`config.mk`:
```
export PLATFORM = sky130hd
export DESIGN_NAME = timer_arbiter
export DESIGN_NICKNAME = d
export VERILOG_FILES = /design/src/rtl/timer_arbiter.sv
export SDC_FILE = /design/constraint.sdc
export NUM_CORES = 1
export LEC_CHECK = 0
export ABC_AREA = 1
export BUFFER_PORTS_ARGS = -buffer_cell sky130_fd_sc_hd__buf_4
export CAP_MARGIN = 40
export CORE_MARGIN = 5
export CORE_UTILIZATION = 40
export CTS_CLUSTER_DIAMETER = 200
export DETAILED_ROUTE_END_ITERATION = 6
export HOLD_SLACK_MARGIN = 0.02
export PLACE_DENSITY = 0.7
export SYNTH_ARGS = -nofsm -noshare
export SYNTH_HDL_FRONTEND = slang
export SYNTH_SLANG_ARGS = --single-unit
```
`constraint.sdc`:
```
create_clock -name clk -period 3.88 [get_ports clk]
set_input_delay 0.194 -clock clk [delete_from_list [all_inputs] [get_ports clk]]
set_output_delay 0.194 -clock clk [all_outputs]
set_load 0.03 [all_outputs]
```
`src/rtl/timer_arbiter.sv`:
```
// Round-robin owner of one down-counting interval timer shared by p_nreq requesters.
// Latency: grant -> done pulse after N (+hold) RUN cycles; req_rdy only asserts in IDLE, so requesters wait while busy.
module timer_arbiter #(
   parameter int p_nreq  = 4,
   parameter int p_nbits = 32
) (
   input  logic                         clk,
   input  logic                         reset,
   input  logic [p_nreq-1:0]            req_val,
   input  logic [p_nreq*p_nbits-1:0]    req_cycles,
   output logic [p_nreq-1:0]            req_rdy,
   input  logic                         hold,
   input  logic                         abort,
   output logic [p_nreq-1:0]            done,
   output logic                         busy,
   output logic [$clog2(p_nreq)-1:0]    owner,
   output logic [p_nbits-1:0]           remain
);

   localparam int p_ow = $clog2(p_nreq);

   typedef enum logic [1:0] {
      IDLE = 2'd0,
      RUN  = 2'd1,
      DONE = 2'd2
   } state_t;

   state_t             state, state_nxt;
   logic [p_nbits-1:0] remain_nxt;
   logic [p_ow-1:0]    owner_nxt;
   logic [p_ow-1:0]    ptr, ptr_nxt;
   logic [p_ow-1:0]    sel;
   logic               sel_vld;
   logic               fire;
   logic [p_nbits-1:0] sel_cycles;

   // Walk downward so the candidate closest to ptr is the last one to win.
   always_comb begin
      sel     = '0;
      sel_vld = 1'b0;
      for (int k = p_nreq - 1; k >= 0; k--) begin
         logic [p_ow-1:0] cand;
         cand = p_ow'((int'(ptr) + k) % p_nreq);
         if (req_val[cand]) begin
            sel     = cand;
            sel_vld = 1'b1;
         end
      end
   end

   always_comb begin
      req_rdy = '0;
      if (reset && state == IDLE && sel_vld)
         req_rdy[sel] = 1'b1;
   end

   assign fire       = |(req_val & req_rdy);
   assign sel_cycles = req_cycles[sel*p_nbits +: p_nbits];

   always_comb begin
      state_nxt  = state;
      remain_nxt = remain;
      owner_nxt  = owner;
      ptr_nxt    = ptr;
      case (state)
         IDLE: begin
            if (fire) begin
               state_nxt  = RUN;
               owner_nxt  = sel;
               ptr_nxt    = (sel == p_ow'(p_nreq - 1)) ? '0 : sel + 1'b1;
               remain_nxt = (sel_cycles == '0) ? p_nbits'(1) : sel_cycles;
            end
         end
         RUN: begin
            if (abort) begin
               state_nxt  = IDLE;
               remain_nxt = '0;
               owner_nxt  = '0;
            end else if (!hold) begin
               if (remain <= p_nbits'(1)) begin
                  state_nxt  = DONE;
                  remain_nxt = '0;
               end else begin
                  remain_nxt = remain - 1'b1;
               end
            end
         end
         DONE: begin
            state_nxt = IDLE;
            owner_nxt = '0;
         end
         default: begin
            state_nxt  = IDLE;
            remain_nxt = '0;
            owner_nxt  = '0;
         end
      endcase
   end

   always_ff @(posedge clk) begin
      if (!reset) begin
         state  <= IDLE;
         remain <= '0;
         owner  <= '0;
         ptr    <= '0;
      end else begin
         state  <= state_nxt;
         remain <= remain_nxt;
         owner  <= owner_nxt;
         ptr    <= ptr_nxt;
      end
   end

   always_comb begin
      done = '0;
      if (reset && state == DONE)
         done[owner] = 1'b1;
   end

   assign busy = reset && (state != IDLE);

endmodule

```
==> flow_metrics.env <==
export IMPL_h_tree_depth=2
export IMPL_hold_viol=0
export IMPL_top_signal_layer_used="met4"
export IMPL_port_buffers=178
export IMPL_yosys_register_bits=38
export IMPL_worst_path_largest_cell_delay_ns=0.38
export IMPL_slew_violations=0
export IMPL_fmax_ghz=0.307
export IMPL_maxcap_violations=0
export IMPL_power_report_internal_total_mw=2.38
export IMPL_crit_family="simple AND/OR/NAND/NOR gates"
export IMPL_diodes=0
export IMPL_cts_buffers_inserted=5
export IMPL_power_combinational_fraction_pct=79.3
export IMPL_synthDistinctLibCells=34
export IMPL_route_vias_total=5367
export IMPL_yosysSeqAreaShare_pct=19.5
export IMPL_holdCritPathClass="input pin to flop"
export IMPL_number_of_antenna_violations_at_the_first_check_in_global_routing=0
export IMPL_critPathLaunch="ptr[0]"
export IMPL_synth_area_per_cell_um2=5.51
export IMPL_worst_r2r_setup_slack_ns=0.62
export IMPL_cts_buffer_depth=2
export IMPL_post_route_min_period_ns=3.26
export IMPL_detailedRoute_firstIterationViolations=500
export IMPL_grt_use_total_pct=24.8
export IMPL_grt_overflow=0
export IMPL_die_w_um=109
export IMPL_crit_path_max_fanout=22
export IMPL_share_seq_of_total_power_pct=13.2
export IMPL_drt_vias_per_instance=5.38
export IMPL_tns_ns=0
export IMPL_failing_checks="design-rule violations"
export IMPL_gp_congestion=0.932
export IMPL_synth_xor_xnor_area_share_pct=5.17
export IMPL_post_synth_inst_count=707
export IMPL_p_switching_mw=3.25
export IMPL_final_cell_mix="237 x sky130_fd_sc_hd__nand2_1, 189 x sky130_fd_sc_hd__buf_4, 144 x sky130_fd_sc_hd__nand3_1, 62 x sky130_fd_sc_hd__nor2_1, 41 x sky130_fd_sc_hd__inv_1"
export IMPL_post_cts_hold_buffer_count=0
export IMPL_critical_path_top_cell_by_count="sky130_fd_sc_hd__nand2_1"
export IMPL_most_common_library_cell_in_the_layout_ignoring_fill_and_taps="sky130_fd_sc_hd__nand2_1"
export IMPL_status="complete, but fails checks"
export IMPL_synth_cell_area_um2=3890
export IMPL_setup_worst_path_end="remain[8]"
export IMPL_maximum_number_of_pins_on_one_net_before_global_route_repair=64
export IMPL_reg_to_reg_start="ptr[0]"
export IMPL_global_route_wire_length_before_repair_mm=23.6
export IMPL_critical_path_class="flop to flop"
export IMPL_reg2reg_to="remain[8]"
export IMPL_clk_root_buffer_cell="sky130_fd_sc_hd__clkbuf_8"
export IMPL_post_synth_and_or_nand_nor_area_fraction_pct=51.3
export IMPL_first_global_vias=4682
export IMPL_multi_input_comb_area_um2=2770
export IMPL_die_area_um2=11800
export IMPL_initial_core_util_pct=40.4
export IMPL_worst_slew_margin_rel_pct=58.4
export IMPL_tightestPinTransition_ns=0.624
export IMPL_critical_path_slowest_cell="sky130_fd_sc_hd__dfxtp_1"
export IMPL_m1WireLength_mm=6.71
export IMPL_rsz0062_at_grt="false"
export IMPL_finalNetCount=1006
export IMPL_pwr_density_cell_nw_per_um2=1030
export IMPL_max_vdd_ir_drop_uv=590
export IMPL_crit_path_start_kind="flop"
export IMPL_final_wirelength_mm=15.6
export IMPL_clkPwrFrac_pct=7.5
export IMPL_detail_route_antenna_nets=0
export IMPL_drcViolationCount=1
export IMPL_final_fill_count=1009
export IMPL_wl_met3_mm=1.24
export IMPL_register_area_um2=761
export IMPL_fin_util_pct=56.6
export IMPL_finalPower_mw=5.63
export IMPL_clk_latency_ns=0.29
export IMPL_floorplan_rows=36
export IMPL_routed_wl_met2_mm=7.38
export IMPL_setup_violations_final=0
export IMPL_syn2layout_area_growth_pct=40.0
export IMPL_clkTransAtPathRegs_ns=0.08
export IMPL_postCtsSetupRepairBufs=0
export IMPL_crit_cells=20
export IMPL_reg2regPathDepth=20
export IMPL_core_area_um2=9640
export IMPL_synth_warning_count=0
export IMPL_post_route_cells_drive_above_1_share_pct=24.4
export IMPL_static_leakage_power_nw=2.70
export IMPL_finalClockSkew_ns=0.00688
export IMPL_synthesis_nets=849
export IMPL_routed_wire_length_per_instance_um=15.6
export IMPL_compound_cell_area_share_of_the_yosys_netlist_pct=12.6
export IMPL_synth_area_mux_share_pct=0
export IMPL_cts_repair_resize_count=0
export IMPL_required_ns=4.04
export IMPL_post_synthesis_share_of_cell_area_spent_on_full_adders_half_adders_and_majority_gates_pct=1.93
export IMPL_firstDrtPassIters=7
export IMPL_cts_sinks=38
export IMPL_count_of_boundary_i_o_pins=179
export IMPL_crit_chain="inv_2, nand2_1, nand2_1, nand2_1, nor2_1, o21ai_1, a21boi_2, ha_1, inv_1, nor2_1, nand2_1, nand4_1, nor2_1, a21oi_1, inv_1, a21oi_2, inv_1, buf_16, nand2_1, a21oi_1"
export IMPL_worst_ep_arrival_time_ns=3.42
export IMPL_end_kind="flop"
export IMPL_final_min_period_over_clock_period_pct=84.0
export IMPL_tritoncts_clock_tree="built"
export IMPL_detailed_place_hpwl_mm=12.0
export IMPL_netSwitchingFraction_pct=57.8
export IMPL_die_height_um=109
export IMPL_main_combinational_cell_family_by_area_after_synthesis="simple AND/OR/NAND/NOR gates"
export IMPL_crit_buf_inv=5
-- power by group through the flow --
| stage | logic (mW) | clock network (mW) | registers (mW) |
|---|---|---|---|
| after floorplan | 3.04 | 0 | 0.951 |
| after global placement | 4.31 | 0 | 0.745 |
| after global routing | 4.97 | 0.444 | 0.773 |
| final | 4.47 | 0.420 | 0.742 |
| after detailed placement | 4.43 | 0 | 0.749 |
| after CTS | 4.45 | 0.428 | 0.742 |
-- synth_stat cells --
cell,n,area (um^2)
sky130_fd_sc_hd__nand2_1,237,890
sky130_fd_sc_hd__nand3_1,144,721
sky130_fd_sc_hd__nor2_1,62,233
sky130_fd_sc_hd__inv_1,41,154
sky130_fd_sc_hd__a21oi_1,38,190
sky130_fd_sc_hd__dfxtp_1,38,761
sky130_fd_sc_hd__o22ai_1,30,188
sky130_fd_sc_hd__clkbuf_1,20,75.1
sky130_fd_sc_hd__xnor2_1,13,114
sky130_fd_sc_hd__buf_2,12,60.1
sky130_fd_sc_hd__nor3_1,10,50.1
sky130_fd_sc_hd__xor2_1,10,87.6
sky130_fd_sc_hd__o21ai_0,9,45.0
sky130_fd_sc_hd__ha_1,6,75.1
sky130_fd_sc_hd__nand2_2,5,31.3
sky130_fd_sc_hd__buf_6,4,45.0
sky130_fd_sc_hd__nor4_1,4,25.0
sky130_fd_sc_hd__buf_1,3,11.3
sky130_fd_sc_hd__inv_2,3,11.3
sky130_fd_sc_hd__nand4_1,3,18.8
sky130_fd_sc_hd__a31oi_1,2,12.5
sky130_fd_sc_hd__a211oi_1,1,7.51
sky130_fd_sc_hd__a21boi_2,1,11.3
sky130_fd_sc_hd__a21oi_2,1,8.76
sky130_fd_sc_hd__a311oi_1,1,8.76
sky130_fd_sc_hd__buf_4,1,7.51
sky130_fd_sc_hd__clkinv_1,1,3.75
sky130_fd_sc_hd__nand3_2,1,10.0
sky130_fd_sc_hd__nand3b_1,1,7.51
sky130_fd_sc_hd__nor2_2,1,6.26
sky130_fd_sc_hd__o211ai_1,1,7.51
sky130_fd_sc_hd__o21a_1,1,7.51
sky130_fd_sc_hd__o21ai_1,1,5.00
sky130_fd_sc_hd__or2_2,1,6.26
-- registers in the layout (all words and copies together) (netlist names) --
register,cells
ptr,2
state,2
remain,32
owner,2
-- worst register-to-register path: stages (launching register included) --
cell	delay [ns]
sky130_fd_sc_hd__dfxtp_1	0.38
sky130_fd_sc_hd__inv_2	0.17
sky130_fd_sc_hd__nand2_1	0.08
sky130_fd_sc_hd__nand2_1	0.11
sky130_fd_sc_hd__nand2_1	0.06
sky130_fd_sc_hd__nor2_1	0.13
sky130_fd_sc_hd__o21ai_1	0.13
sky130_fd_sc_hd__a21boi_2	0.34
sky130_fd_sc_hd__ha_1	0.23
sky130_fd_sc_hd__inv_1	0.04
sky130_fd_sc_hd__nor2_1	0.14
sky130_fd_sc_hd__nand2_1	0.07
sky130_fd_sc_hd__nand4_1	0.16
sky130_fd_sc_hd__nor2_1	0.08
sky130_fd_sc_hd__a21oi_1	0.18
sky130_fd_sc_hd__inv_1	0.09
sky130_fd_sc_hd__a21oi_2	0.13
sky130_fd_sc_hd__inv_1	0.23
sky130_fd_sc_hd__buf_16	0.24
sky130_fd_sc_hd__nand2_1	0.08
sky130_fd_sc_hd__a21oi_1	0.07
-- per-layer routing --
layer  vias to the layer above  track usage (%)
met3                        20             3.02
met1                      2462             34.3
met4                         0             5.05
met5                         -                0
li1                       2656                -
met2                       229             41.6
-- cell type report --
type                    count  area share [%]
multi-input cells         584            50.7
repair buffers            190            26.5
flip-flops and latches     38            14.0
inverters                  45            3.10
well taps                 133            3.05
clock buffers               6            1.51
clock inverters             2            1.10
-- logic make-up after synthesis --
family	after synthesis
fa+ha+maj	6
buf+inv	85
flops	38
simple gates	469
xor+xnor	23
compound gates	86
-- how the worst min path moves through the flow --
stage                    from         to  slack, ns  cells past startpoint
floorplan               reset     ptr[1]       0.33                      2
global placement    remain[1]  remain[1]       0.49                      2
detailed placement      reset     ptr[1]       0.50                      3
CTS                     reset     ptr[1]       0.18                      3
global route            reset     ptr[0]       0.20                      3
finish                  reset     ptr[1]       0.19                      3
-- per-stage QoR --
step | instance area [um^2] | setup WS, ns | instances | hold slack, ns
global placement | 5280 | 0.783 | 989 | 0.492
detailed placement | 5310 | 0.724 | 990 | 0.496
CTS | 5450 | 0.686 | 998 | 0.183
floorplan | 3890 | 0.693 | 707 | 0.332
global route | 5450 | 0.289 | 998 | 0.201
finish | 5450 | 0.622 | 998 | 0.187
Note: power is estimated with default switching activity, not from simulation.
